$ cat config.mk
export PLATFORM = sky130hd
export DESIGN_NAME = cordic_sched_flat
export DESIGN_NICKNAME = d
export VERILOG_FILES = /design/src/rtl/cordic_pkg.sv /design/src/rtl/cordic_sched_if.sv /design/src/rtl/cordic_sched_rr_arb2.sv /design/src/rtl/cordic_sched.sv /design/src/flat_wrapper.sv
export SDC_FILE = /design/constraint.sdc
export NUM_CORES = 1
export LEC_CHECK = 0
export ABC_AREA = 1
export BUFFER_PORTS_ARGS = -buffer_cell sky130_fd_sc_hd__buf_2
export CAP_MARGIN = 20
export CORE_ASPECT_RATIO = 0.6
export CORE_UTILIZATION = 52
export DETAILED_ROUTE_END_ITERATION = 7
export GPL_TIMING_DRIVEN = 0
export PLACE_DENSITY = 0.89
export SLEW_MARGIN = 20
export SYNTH_ARGS = -nofsm -noshare
export SYNTH_HDL_FRONTEND = slang
export SYNTH_HIERARCHICAL = 1
export SYNTH_SLANG_ARGS = --single-unit
$ cat constraint.sdc
create_clock -name clk -period 2.8 [get_ports clk]
set_input_delay 0.56 -clock clk [delete_from_list [all_inputs] [get_ports clk]]
set_output_delay 0.56 -clock clk [all_outputs]
set_load 0.02 [all_outputs]
$ cat src/rtl/cordic_pkg.sv
// rtl/cordic_pkg.sv - shared constants, FSM encoding and fixed-point helpers for cordic_sched
// Purpose: TWO_PI constant generator, scheduler state encoding, real->fixed-point helpers.
// Ports: none (package).
package cordic_pkg;

  localparam logic [1:0] ST_IDLE = 2'd0;
  localparam logic [1:0] ST_WAIT = 2'd1;
  localparam logic [1:0] ST_DONE = 2'd2;

  localparam real PI_R = 3.14159265358979323846;

  // round(2*pi * 2^fpshift), masked to width+1 bits so it always fits the
  // normaliser's extended arithmetic. Real-to-integral casts round to nearest.
  function automatic logic [63:0] two_pi(input int width, input int fpshift);
    logic [63:0] v;
    logic [63:0] mask;
    v    = 64'(longint'(2.0 * PI_R * (2.0 ** fpshift)));
    mask = (64'd1 << (width + 1)) - 64'd1;
    return v & mask;
  endfunction

  function automatic longint fp(input real x, input int fpshift);
    return longint'(x * (2.0 ** fpshift));
  endfunction

  function automatic real deg2radians(input real deg);
    return deg * PI_R / 180.0;
  endfunction

endpackage

$ cat src/rtl/cordic_sched_if.sv
// rtl/cordic_sched_if.sv - requester, core and result signals of the CORDIC scheduler
// Purpose: bundles both requester handshakes, the core angle/sine/cosine link and the result handshake.
// Ports: slave = scheduler side, master = requesters/core/consumer side.
interface cordic_sched_if #(
  parameter int WIDTH = 32
);
  logic             req0_valid;
  logic             req1_valid;
  logic             req0_ready;
  logic             req1_ready;
  logic [WIDTH-1:0] req0_angle;
  logic [WIDTH-1:0] req1_angle;
  logic [WIDTH-1:0] core_angle;
  logic [WIDTH-1:0] core_sine;
  logic [WIDTH-1:0] core_cosine;
  logic             res_valid;
  logic             res_ready;
  logic             res_id;
  logic [WIDTH-1:0] res_sine;
  logic [WIDTH-1:0] res_cosine;
  logic             busy;

  modport slave (
    input  req0_valid, req1_valid, req0_angle, req1_angle,
    input  core_sine, core_cosine, res_ready,
    output req0_ready, req1_ready, core_angle,
    output res_valid, res_id, res_sine, res_cosine, busy
  );

  modport master (
    output req0_valid, req1_valid, req0_angle, req1_angle,
    output core_sine, core_cosine, res_ready,
    input  req0_ready, req1_ready, core_angle,
    input  res_valid, res_id, res_sine, res_cosine, busy
  );
endinterface

$ cat src/rtl/cordic_sched_rr_arb2.sv
// rtl/cordic_sched_rr_arb2.sv - two-way round-robin grant, combinational
// Purpose: picks the requester to serve; on a tie the one not granted last time wins.
// Ports: valid0/valid1 requests, last_grant previous winner, grant winner (0/1).
module rr_arb2 (
  input  logic valid0,
  input  logic valid1,
  input  logic last_grant,
  output logic grant
);
  // With no request the grant value is irrelevant; it defaults to valid1 (0).
  assign grant = (valid0 && valid1) ? !last_grant : valid1;
endmodule

$ cat src/rtl/cordic_sched.sv
// rtl/cordic_sched.sv - shares one CORDIC core between two angle requesters
// Purpose: round-robin arbitration, angle normalisation into [0, 2pi), latency hold, result register.
// Ports: clk, rst_n (async active-low), bus (cordic_sched_if.slave: requests, core link, result, busy).
module cordic_sched
  import cordic_pkg::*;
#(
  parameter int WIDTH   = 32,
  parameter int FPSHIFT = 28,
  parameter int LATENCY = 32
) (
  input  logic              clk,
  input  logic              rst_n,
  cordic_sched_if.slave     bus
);

  localparam logic signed [WIDTH:0] TWO_PI_X = (WIDTH+1)'(two_pi(WIDTH, FPSHIFT));
  localparam logic [WIDTH-1:0]      TWO_PI_W = TWO_PI_X[WIDTH-1:0];
  localparam logic [7:0]            CNT_LOAD = 8'(LATENCY - 1);

  logic [1:0]              state;
  logic [7:0]              cnt;
  logic                    last_grant;
  logic                    grant;
  logic                    xfer;
  logic [WIDTH-1:0]        sel_angle;
  logic [WIDTH-1:0]        norm_angle;
  logic signed [WIDTH:0]   ang_x;

  rr_arb2 u_arb (
    .valid0     (bus.req0_valid),
    .valid1     (bus.req1_valid),
    .last_grant (last_grant),
    .grant      (grant)
  );

  assign bus.req0_ready = (state == ST_IDLE) && !grant && bus.req0_valid;
  assign bus.req1_ready = (state == ST_IDLE) &&  grant && bus.req1_valid;
  assign xfer           = bus.req0_ready || bus.req1_ready;
  assign bus.busy       = (state != ST_IDLE);

  assign sel_angle = grant ? bus.req1_angle : bus.req0_angle;
  assign ang_x     = $signed({sel_angle[WIDTH-1], sel_angle});

  // Single correction step. The range test needs the extra bit; the sum
  // itself is taken modulo 2^WIDTH, which equals the wide result truncated.
  always_comb begin
    norm_angle = sel_angle;
    if (ang_x[WIDTH]) begin
      norm_angle = sel_angle + TWO_PI_W;
    end else if (ang_x >= TWO_PI_X) begin
      norm_angle = sel_angle - TWO_PI_W;
    end
  end

  always_ff @(posedge clk or negedge rst_n) begin
    if (!rst_n) begin
      state          <= ST_IDLE;
      cnt            <= '0;
      last_grant     <= 1'b1;
      bus.core_angle <= '0;
      bus.res_valid  <= 1'b0;
      bus.res_id     <= 1'b0;
      bus.res_sine   <= '0;
      bus.res_cosine <= '0;
    end else begin
      case (state)
        ST_IDLE: begin
          if (xfer) begin
            bus.core_angle <= norm_angle;
            bus.res_id     <= grant;
            last_grant     <= grant;
            cnt            <= CNT_LOAD;
            state          <= ST_WAIT;
          end
        end
        ST_WAIT: begin
          // cnt counts the settling edges still owed to the core
          if (cnt == 8'd0) begin
            bus.res_sine   <= bus.core_sine;
            bus.res_cosine <= bus.core_cosine;
            bus.res_valid  <= 1'b1;
            state          <= ST_DONE;
          end else begin
            cnt <= cnt - 8'd1;
          end
        end
        ST_DONE: begin
          if (bus.res_ready) begin
            bus.res_valid <= 1'b0;
            state         <= ST_IDLE;
          end
        end
        default: state <= ST_IDLE;
      endcase
    end
  end

endmodule

$ cat src/flat_wrapper.sv
// flat-port wrapper written by rule: the top's interface ports become plain ports
module cordic_sched_flat import cordic_pkg::*;
#(
  parameter int WIDTH   = 32,
  parameter int FPSHIFT = 28,
  parameter int LATENCY = 32
)
  (clk, rst_n, bus_req0_valid, bus_req1_valid, bus_req0_angle, bus_req1_angle, bus_core_sine, bus_core_cosine, bus_res_ready, bus_req0_ready, bus_req1_ready, bus_core_angle, bus_res_valid, bus_res_id, bus_res_sine, bus_res_cosine, bus_busy);
  cordic_sched_if #(.WIDTH(WIDTH)) bus_i ();
  input  logic clk;
  input  logic rst_n;
  input wire logic [$bits(bus_i.req0_valid)-1:0] bus_req0_valid;
  input wire logic [$bits(bus_i.req1_valid)-1:0] bus_req1_valid;
  input wire logic [$bits(bus_i.req0_angle)-1:0] bus_req0_angle;
  input wire logic [$bits(bus_i.req1_angle)-1:0] bus_req1_angle;
  input wire logic [$bits(bus_i.core_sine)-1:0] bus_core_sine;
  input wire logic [$bits(bus_i.core_cosine)-1:0] bus_core_cosine;
  input wire logic [$bits(bus_i.res_ready)-1:0] bus_res_ready;
  output wire logic [$bits(bus_i.req0_ready)-1:0] bus_req0_ready;
  output wire logic [$bits(bus_i.req1_ready)-1:0] bus_req1_ready;
  output wire logic [$bits(bus_i.core_angle)-1:0] bus_core_angle;
  output wire logic [$bits(bus_i.res_valid)-1:0] bus_res_valid;
  output wire logic [$bits(bus_i.res_id)-1:0] bus_res_id;
  output wire logic [$bits(bus_i.res_sine)-1:0] bus_res_sine;
  output wire logic [$bits(bus_i.res_cosine)-1:0] bus_res_cosine;
  output wire logic [$bits(bus_i.busy)-1:0] bus_busy;
  assign bus_i.req0_valid = bus_req0_valid;
  assign bus_i.req1_valid = bus_req1_valid;
  assign bus_i.req0_angle = bus_req0_angle;
  assign bus_i.req1_angle = bus_req1_angle;
  assign bus_i.core_sine = bus_core_sine;
  assign bus_i.core_cosine = bus_core_cosine;
  assign bus_i.res_ready = bus_res_ready;
  assign bus_req0_ready = bus_i.req0_ready;
  assign bus_req1_ready = bus_i.req1_ready;
  assign bus_core_angle = bus_i.core_angle;
  assign bus_res_valid = bus_i.res_valid;
  assign bus_res_id = bus_i.res_id;
  assign bus_res_sine = bus_i.res_sine;
  assign bus_res_cosine = bus_i.res_cosine;
  assign bus_busy = bus_i.busy;
  cordic_sched #(.WIDTH(WIDTH), .FPSHIFT(FPSHIFT), .LATENCY(LATENCY)) u_core (.clk(clk), .rst_n(rst_n), .bus(bus_i));
endmodule
[Yosys cells after proc, flatten, opt, wreduce, memory -nomap -nowiden]
Cells that the tools add are included.
Storage, ports and cells
  bits in registers: 109
  output and inout port bits: 101
  latch bits: 0
  memories: 0
  memory bits (writable): 0
  memory bits (read-only): 0
Operators by class
  reduce and logical (&&, ||, !) cells: 18
  shift-type cells: 0
  div/mod/pow operators: 0
  bitwise gates (word level): 0
  multiplexer cells: 14
  equality and inequality tests: 6
  add/sub/neg operators: 3
  magnitude comparators: 1
  multiply operators: 0
Operators by type and width (number)
  32-bit two-way mux: 3
  32-bit by 31-bit adder with 32-bit output (second input constant): 1
  32-bit >= comparator (second input constant): 1
  32-bit by 31-bit subtractor with 32-bit output (second input constant): 1
  8-bit two-way mux: 2
  8-bit one-hot mux with 2 select lines: 1
  3-bit AND reduction: 3
  8-bit logical NOT: 1
  8-bit by 1-bit subtractor with 8-bit output (second input constant): 1
  2-bit two-way mux: 3
  2-bit one-hot mux with 3 select lines: 1
  2-bit nonzero test: 3
  1-bit logical AND: 5
  2-bit by 1-bit != test with 1-bit output (second input constant): 2
  2-bit != test (second input constant): 2
  2-bit AND reduction: 2
  1-bit two-way mux: 3
  2-bit by 1-bit equality test with 1-bit output (second input constant): 1
  2-bit equality test (second input constant): 1
  1-bit logical NOT: 2
  2-bit logical NOT: 1
  1-bit one-hot mux with 2 select lines: 1
  1-bit logical OR: 1

[Logic depth before layout (Yosys ltp)]
Gate-level depths: netlist (run 1).
  word-level depth: 8
  gate-level depth with buffers: 22
  depth with buffers taken out: 20

[By module]
The synthesis (run 1) kept the hierarchy.
Modules (own cells, without submodules)
  cordic_sched: sequential area each 2728.9 µm², cells an instance 1059, area an instance 7377.1 µm², instances 1
  rr_arb2: sequential area each 0.0 µm², cells an instance 2, area an instance 12.5 µm², instances 1

[Worst setup path before layout (run 1)]
Ideal clock, no wire load.
  path type: in2reg
  start: in bus_req1_valid
  end: reg u_core.bus.core_angle[7]
  stages: 20
  path slack: 0.143 ns
  library setup time: 0.118 ns
  arrival: 2.539 ns
  cells stage by stage: inv_1 a21oi_2 buf_6 inv_6 buf_6 o21ai_1 inv_1 ha_1 nand3_1 nand2_1 nand2_1 nand2_1 nand2_2 nand2_2 nand3_2 buf_6 buf_6 nand3_1 nand3_1 nand2_1
Between the ends
  longest elaborated chain between the ends: 7
  elaborated cells on any way between the ends: 15
  those cells by class: add/sub: 2; order compare: 1; mux: 4; reduce/logical: 8
RTL lines
  from (decl): RTL line flat_wrapper.sv:13  | input wire logic [$bits(bus_i.req1_valid)-1:0] bus_req1_valid;
  1-bit logical AND: RTL line cordic_sched_rr_arb2.sv:11  | assign grant = (valid0 && valid1) ? !last_grant : valid1;
  1-bit two-way mux (*): RTL line cordic_sched_rr_arb2.sv:11
  named net u_core.grant: RTL line cordic_sched.sv:23  | logic grant;
  parallel branches: the longest is 5 deep, another holds 32-bit by 31-bit subtractor with 32-bit output
  to (signal assigned): RTL line cordic_sched.sv:69  | bus.core_angle <= norm_angle;
  to (decl): RTL line cordic_sched_if.sv:26  | output req0_ready, req1_ready, core_angle,
Mark *: on every way through the listed nets, which the timed path passes.
A chain may end at the register's enable or synchronous reset.

[Worst setup path in the final report (run 1)]
  start: reg u_core.last_grant
  end: reg u_core.bus.core_angle[30]
Between the ends
  longest elaborated chain between the ends: 7
  elaborated cells on any way between the ends: 15
  those cells by class: add/sub: 2; order compare: 1; mux: 4; reduce/logical: 8
RTL lines
  from (decl): RTL line cordic_sched.sv:22  | logic last_grant;
  from (signal assigned): RTL line cordic_sched.sv:71  | last_grant <= grant;
  1-bit logical NOT (*): RTL line cordic_sched_rr_arb2.sv:11
  1-bit two-way mux (*): RTL line cordic_sched_rr_arb2.sv:11
  named net u_core.grant: RTL line cordic_sched.sv:23
  parallel branches: the longest is 5 deep, another holds 32-bit by 31-bit subtractor with 32-bit output
Marked as above.

==> flow_metrics.py, run 1 <==
metrics = {
    "status": {
        "status": "finished, violations left",
        "violations": "setup timing",
    },
    "logic_synthesis": {
        "yosysTopAreaCell": "dfrtp_1",
        "synth_area_leaders": "dfrtp_1 37%, nand2_1 20%, mux2_2 9.8%",
        "syn_inst": 1061,
        "synth_warnings": 6,
        "synth.avg_cell_area_um2": 6.965,
        "ys_ff_latch": 109,
        "syn_nets": 1199,
        "synth.top_cell.area_share": 0.3657,
        "synth_cell_types": 38,
        "yosysSeqAreaShare": 0.3693,
        "netlist_area_mm2": 0.007390,
    },
    "global_route": {
        "grt_max_degree": 82,
        "grt_usage": 0.4013,
        "grt_pass1_vias": 7763,
        "grt_first_pass_wirelength_um": 43470,
        "grt-ovfl-total": 0,
        "antenna_found_initial": 0,
    },
    "timing": {
        "fin_skew_ps": 9.835,
        "rsz0062_at_grt": "true",
        "final-setup-viol-count": 1,
        "fmax_ghz": 0.3567,
        "setup_tns_ps": -3.392,
        "slew_viol_final": 0,
        "fin_crit_ps": 2803,
        "worst_slack_ps": -3.392,
        "period_share": 1.001,
        "tightest_slew_ps": 812.9,
        "relSlewSlack": 0.4581,
        "hold_viol_final": 0,
    },
    "place": {
        "dpl.hpwl_um": 22760,
        "routabilityCongestion": 0.9800,
        "pre_cts_ws_ps": -817.4,
        "io_buffers": 233,
    },
    "die": {
        "die_height_um": 94.34,
        "pin_count": 234,
        "fp.dieW_um": 155.9,
        "core_area_mm2": 0.01375,
        "dieArea_mm2": 0.01471,
        "rows": 33,
        "initial_core_util": 0.5374,
    },
    "power": {
        "peakVddDrop_mv": 0.6144,
        "powerDensity_mw_per_mm2": 907.1,
        "p_total_uw": 9038,
        "seq_power_share": 0.306,
        "internal_power_uw": 4757,
        "p_clk_frac": 0.139,
        "switching_share": 0.4737,
        "power.switching_uw": 4281,
        "p_leak_uw": 0.005215,
        "combPwrFrac": 0.555,
    },
    "clock_tree": {
        "cts_made_buffers": 9,
        "clockBufferDepth": 2,
        "clk_pin_slew_worst_paths_ps": 80,
        "clock_sinks": 109,
        "cts_tree": "built",
        "htreeDepth": 3,
        "clockRootBuffer": "clkbuf_16",
        "clkLatencyLatePin_ps": 350,
        "cts_hold_buf": 0,
    },
    "hold_path": {
        "hold_class": "in2async",
    },
    "critical_path": {
        "crit_top_cell": "nand2_1",
        "crit_required_ps": 3040,
        "crit_slowest_cell": "dfstp_2",
        "cp.arrival_ps": 3050,
        "critical_path_class": "reg2reg",
        "cp_cell_sequence": "a21oi_2, buf_6, clkinv_8, buf_8, nand2_1, o21ai_4, ha_2, nand3_4, a21oi_4, nand2_1, nand2_1, nand3b_1, nand2_2, nand2_1, nand2_1, nand2_1, nand3_1, nand2_1",
        "max_stage_delay_ps": 540,
        "endpoint_kind": "flop",
        "critPathLaunchType": "flop",
        "critPathLaunch": "u_core/last_grant",
        "reg2reg_from": "u_core/last_grant",
        "cp_max_fo": 10,
    },
    "final_layout": {
        "antenna_cells": 0,
        "nets": 1479,
        "area_growth_pct": 34.83,
        "utilization": 0.7246,
        "drive_gt1_frac": 0.3606,
        "fillers": 1171,
    },
    "drt": {
        "wl_per_cell_um": 19.74,
        "routed_via_density": 5.617,
        "drtIter0Drc": 972,
        "firstDrtPassIters": 5,
        "num_vias": 8633,
        "drc": 0,
        "antenna_left": 0,
        "wl_um": 30340,
    },
    "flow_run": {
        "max_cap_violations": 0,
    },
}
-- critical path: cells and delay by family, from the launching register on --
family / cells / cell delay [ps]
flops: 1 / 540
simple gates: 11 / 1090
buf+inv: 3 / 390
compound gates: 3 / 420
fa+ha+maj: 1 / 250
-- cells in the mapped netlist --
cell type	instances
inv_2	7
nor3_1	7
nand2b_1	1
inv_1	91
buf_6	12
clkinv_1	2
a21o_1	1
o21ai_0	32
nand2_1	396
nand3_2	3
inv_6	1
nor2_4	3
mux2_2	64
o21ai_1	9
nand3b_1	1
o211ai_1	1
nor2_1	100
nor4_1	2
o21a_1	1
nor2_2	7
nand4_1	18
dfrtp_1	108
nand2_4	1
clkbuf_1	15
ha_1	5
a21oi_1	26
buf_4	1
o21ai_2	3
buf_2	4
buf_1	1
nand2_2	22
a31oi_1	2
nand3_1	107
xor2_1	1
and2_1	2
o21bai_1	1
a21oi_2	2
dfstp_2	1
-- power groups by stage --
stage          sequential, uW  clock (uW)  combinational, uW
6_report                 2760        1260               5020
5_1_grt                  2850        1340               5320
4_1_cts                  2750        1270               4620
3_5_place_dp             2770           0               4460
3_3_place_gp             2710           0               4330
2_1_floorplan            3630           0               1940
-- layout make-up --
cell class / instances / area (um2) / share of cell area
multi-input cells: 818 / 4433 / 0.4449
inverters: 101 / 402.9 / 0.04044
clock inverters: 6 / 56.30 / 0.005651
well taps: 192 / 240.2 / 0.02411
plain buffers: 33 / 301.5 / 0.03026
repair buffers: 269 / 1575 / 0.1581
clock buffers: 9 / 225.2 / 0.02260
flip-flops and latches: 109 / 2729 / 0.2739
-- cells in the final DEF, fill, tap and decap left out, drive strengths merged, types with 2 or more instances in the layout --
| master | n |
|---|---|
| nor2 | 110 |
| clkbuf | 29 |
| nor3 | 7 |
| a31oi | 2 |
| dfrtp | 108 |
| o21ai | 44 |
| and2 | 2 |
| mux2 | 64 |
| nand2 | 419 |
| nand3 | 110 |
| buf | 281 |
| nor4 | 2 |
| nand4 | 18 |
| clkinv | 6 |
| clkinvlp | 2 |
| ha | 5 |
| inv | 99 |
| a21oi | 28 |
-- state kept, by name, indices dropped and copies added, names as in the netlist --
signal and count:
u_core/cnt 8, u_core/bus.res_sine 32, u_core/bus.core_angle 32, u_core/bus.res_valid 1, u_core/bus.res_id 1, u_core/last_grant 1
u_core/state 2, u_core/bus.res_cosine 32
-- per-layer routing --
layer	GRT usage	part of all wire	vias to the layer above
li1	-	-	3961
met1	0.5690	0.42	4054
met2	0.5763	0.42	579
met3	0.1629	0.15	35
met4	0.07026	0.0097	4
met5	0	0.0028	-
-- final timing paths --
path                                                   to  slack [ps]  cells after the start
worst max-delay path            u_core/bus.core_angle[30]          -3                     18
worst min-delay path            u_core/bus.res_cosine[13]          80                      1
min in group clk                  u_core/bus.res_sine[28]         430                      2
worst max register to register  u_core/bus.core_angle[30]          -3                     18
worst min register to register          u_core/last_grant         480                      2
max in group asynchronous               u_core/last_grant        1990                      2
-- kinds of logic after synthesis --
logic type | synth area share
fa+ha+maj | 0.008466
xor+xnor | 0.001185
simple gates | 0.3844
compound gates | 0.05706
buf+inv | 0.08212
mux | 0.09753
flops | 0.3693
-- through the flow --
step / instance area [um2] / cells / hold WS (ps)
after detailed placement: 8830 / 1487 / 456.5
after floorplan: 7390 / 1061 / 264.4
final: 9963 / 1537 / 81.71
after global routing: 9963 / 1537 / 85.69
after global placement: 8796 / 1486 / 456.8
after CTS: 9380 / 1507 / 82.60
-- timing repair --
item	in CTS	in global routing
gates cloned	1	5
setup buffers	4	25
endpoints found under the setup margin	33	32
pin swaps	5	25
resized for setup	53	82
Note: power is estimated with default switching activity, not from simulation.
==> run 2: changes to the inputs <==
- CORE_UTILIZATION: 52 -> 25
- PLACE_DENSITY: 0.89 -> 0.53
==> run 2 against run 1 <==
  * The run still ends with setup timing left
  * Critical path depth shrank 2
  * Final cell count grew 15%
  * Largest cell class unchanged
  * Clock power grew 21%
  * Sequential power shrank 1%
  * Global-route usage shrank 19 points
  * Via count shrank 2.9%
  * Critical endpoint is now u_core/bus.core_angle[26]
  * Clock-buffer cell count is the same
  * First-iteration DRC count shrank 34%
  * Setup slack lost 20 ps
  * Wire length grew 7.0%
==> flow_metrics.py, run 2 (synthesis gave the netlist of run 1 again) <==
metrics = {
    "final_layout": {
        "drive_gt1_frac": 0.4009,
        "area_growth_pct": 45.82,
        "nets": 1505,
        "reg_top3": "u_core/bus.core_angle x32, u_core/bus.res_cosine x32, u_core/bus.res_sine x32",
        "regArea_mm2": 0.002729,
        "multi_input_area_mm2": 0.004671,
        "final_common_cell": "nand2_1",
        "layout_common_cells": "354 x nand2_1, 234 x buf_2, 108 x dfrtp_1, 86 x inv_1, 86 x nand3_1",
        "fillers": 3115,
        "utilization": 0.3730,
        "design_area_mm2": 0.01078,
    },
    "die": {
        "core_area_mm2": 0.02889,
        "die_height_um": 135.2,
        "rows": 48,
        "pin_count": 234,
        "fp.dieW_um": 224.0,
        "dieArea_mm2": 0.03027,
        "initial_core_util": 0.2558,
    },
    "drt": {
        "wl_per_cell_um": 18.31,
        "num_vias": 8385,
        "routed_via_density": 4.729,
        "firstDrtPassIters": 5,
        "wl_um": 32470,
        "antenna_left": 0,
        "drtIter0Drc": 643,
        "drc": 0,
    },
    "place": {
        "placed_area_mm2": 0.009090,
        "dpl.hpwl_um": 24400,
        "pre_cts_ws_ps": -1221,
        "io_buffers": 233,
        "routabilityCongestion": 0.9383,
    },
    "hold_path": {
        "hold_class": "in2async",
    },
    "critical_path": {
        "cp_max_fo": 8,
        "endpoint_kind": "flop",
        "critical_path_class": "reg2reg",
        "critPathLaunchType": "flop",
        "crit_required_ps": 3070,
        "cp.arrival_ps": 3090,
        "reg2reg_slack_ps": -20,
    },
    "power": {
        "p_leak_uw": 0.005446,
        "powerDensity_mw_per_mm2": 871.3,
        "peakVddDrop_mv": 0.4969,
    },
    "timing": {
        "slew_viol_final": 0,
        "fin_crit_ps": 2824,
        "tightest_slew_ps": 829.8,
        "relSlewSlack": 0.4468,
        "fin_skew_ps": 12.17,
        "period_share": 1.009,
        "hold_viol_final": 0,
        "rsz0062_at_grt": "true",
        "worst_slack_ps": -23.87,
        "final-setup-viol-count": 3,
        "fmax_ghz": 0.3541,
    },
    "global_route": {
        "grt_pass1_vias": 7418,
        "grt-ovfl-total": 0,
        "grt_usage": 0.2078,
        "antenna_found_initial": 0,
        "grt_first_pass_wirelength_um": 46190,
        "grt_max_degree": 74,
    },
    "status": {
        "violations": "setup timing",
        "status": "finished, violations left",
    },
    "flow_run": {
        "max_cap_violations": 0,
    },
    "clock_tree": {
        "clock_sinks": 109,
        "clk_pin_slew_worst_paths_ps": 90,
        "cts_made_buffers": 9,
        "cts_tree": "built",
        "clockBufferDepth": 2,
        "clockRootBuffer": "clkbuf_16",
        "clkLatencyLatePin_ps": 380,
        "htreeDepth": 3,
    },
}
==> run 2: changes by cell type in the layout (fill, tap and decap cells not counted), moves of 4 or more <==
| cell | before | now |
|---|---|---|
| buf_4 | 32 | 53 |
| nand2_1 | 371 | 354 |
| nand3_1 | 101 | 86 |
| nand3_2 | 5 | 20 |
| nand2_2 | 35 | 44 |
| nand2_4 | 13 | 21 |
| buf_12 | 7 | 12 |
| nor2_1 | 84 | 79 |
| o21ai_4 | 4 | 8 |
==> run 2: layer usage <==
layer	part of all wire	vias up	track usage
met4	0.0089	0	0.02626
met1	0.52	4015	0.3438
met2	0.38	321	0.2643
li1	-	4025	-
met5	0	-	0
met3	0.091	24	0.04901
==> run 2: cell type report <==
class                      count  share of cell area
antenna                        1           0.0002322
tap                          400             0.04645
clock buffer                   9             0.02090
sequential                   109              0.2533
clock inverter                 7             0.01103
timing repair buffer         295              0.1666
buffer                        33             0.02984
multi-input combinational    818              0.4335
inverter                     101             0.03820
==> run 2: power breakdown <==
group | switching, uW | internal [uW] | leakage (uW)
combinational | 3250 | 1900 | 0.00398
clock | 708 | 808 | 0.000166
sequential | 372 | 2350 | 0.00130
total | 4330 | 5060 | 0.00545
==> run 2: worst paths after layout <==
check / depth (start not counted) / endpoint / from
setup reg to reg: 16 / u_core/bus.core_angle[26] / u_core/last_grant
hold reg to reg: 2 / u_core/bus.core_angle[22] / u_core/bus.core_angle[22]
min in group clk: 2 / u_core/state[1] / bus_res_ready
max in group asynchronous: 2 / u_core/last_grant / rst_n
hold / removal: 1 / u_core/bus.core_angle[18] / rst_n
setup / recovery: 16 / u_core/bus.core_angle[26] / u_core/last_grant
==> run 2: worst max-delay path, cell delays in order (launching register included) <==
cell and delay (ps):
dfstp_2 550, a21oi_2 60, buf_6 140, buf_12 150, buf_4 140, o21ai_4 280, nand2_2 150, o21ai_4 260
inv_1 90, nand2_2 100, nand2_4 60, nand3_4 130, buf_12 160, buf_12 140, nand4_1 80, nand3_1 150
nand2_1 70
==> run 2: what timing repair did <==
| item | in CTS | in global routing |
|---|---|---|
| buffers inserted | 17 | 38 |
| hold buffers | 0 | 0 |
| pin swaps | 11 | 56 |
| gates resized for setup | 78 | 118 |
| endpoints found under the setup margin | 33 | 32 |
| gates cloned | 0 | 6 |
==> run 2: metrics by stage <==
step | power [uW] | hold slack, ps | setup TNS [ps] | instances
after global placement | 7167 | 462.6 | -69290 | 1694
after floorplan | 5569 | 264.4 | 0 | 1061
after CTS | 9008 | 83.06 | -39.31 | 1728
after global routing | 10040 | 104.3 | -3062 | 1772
after detailed placement | 7219 | 461.9 | -36480 | 1695
final | 9388 | 87.19 | -40.60 | 1773
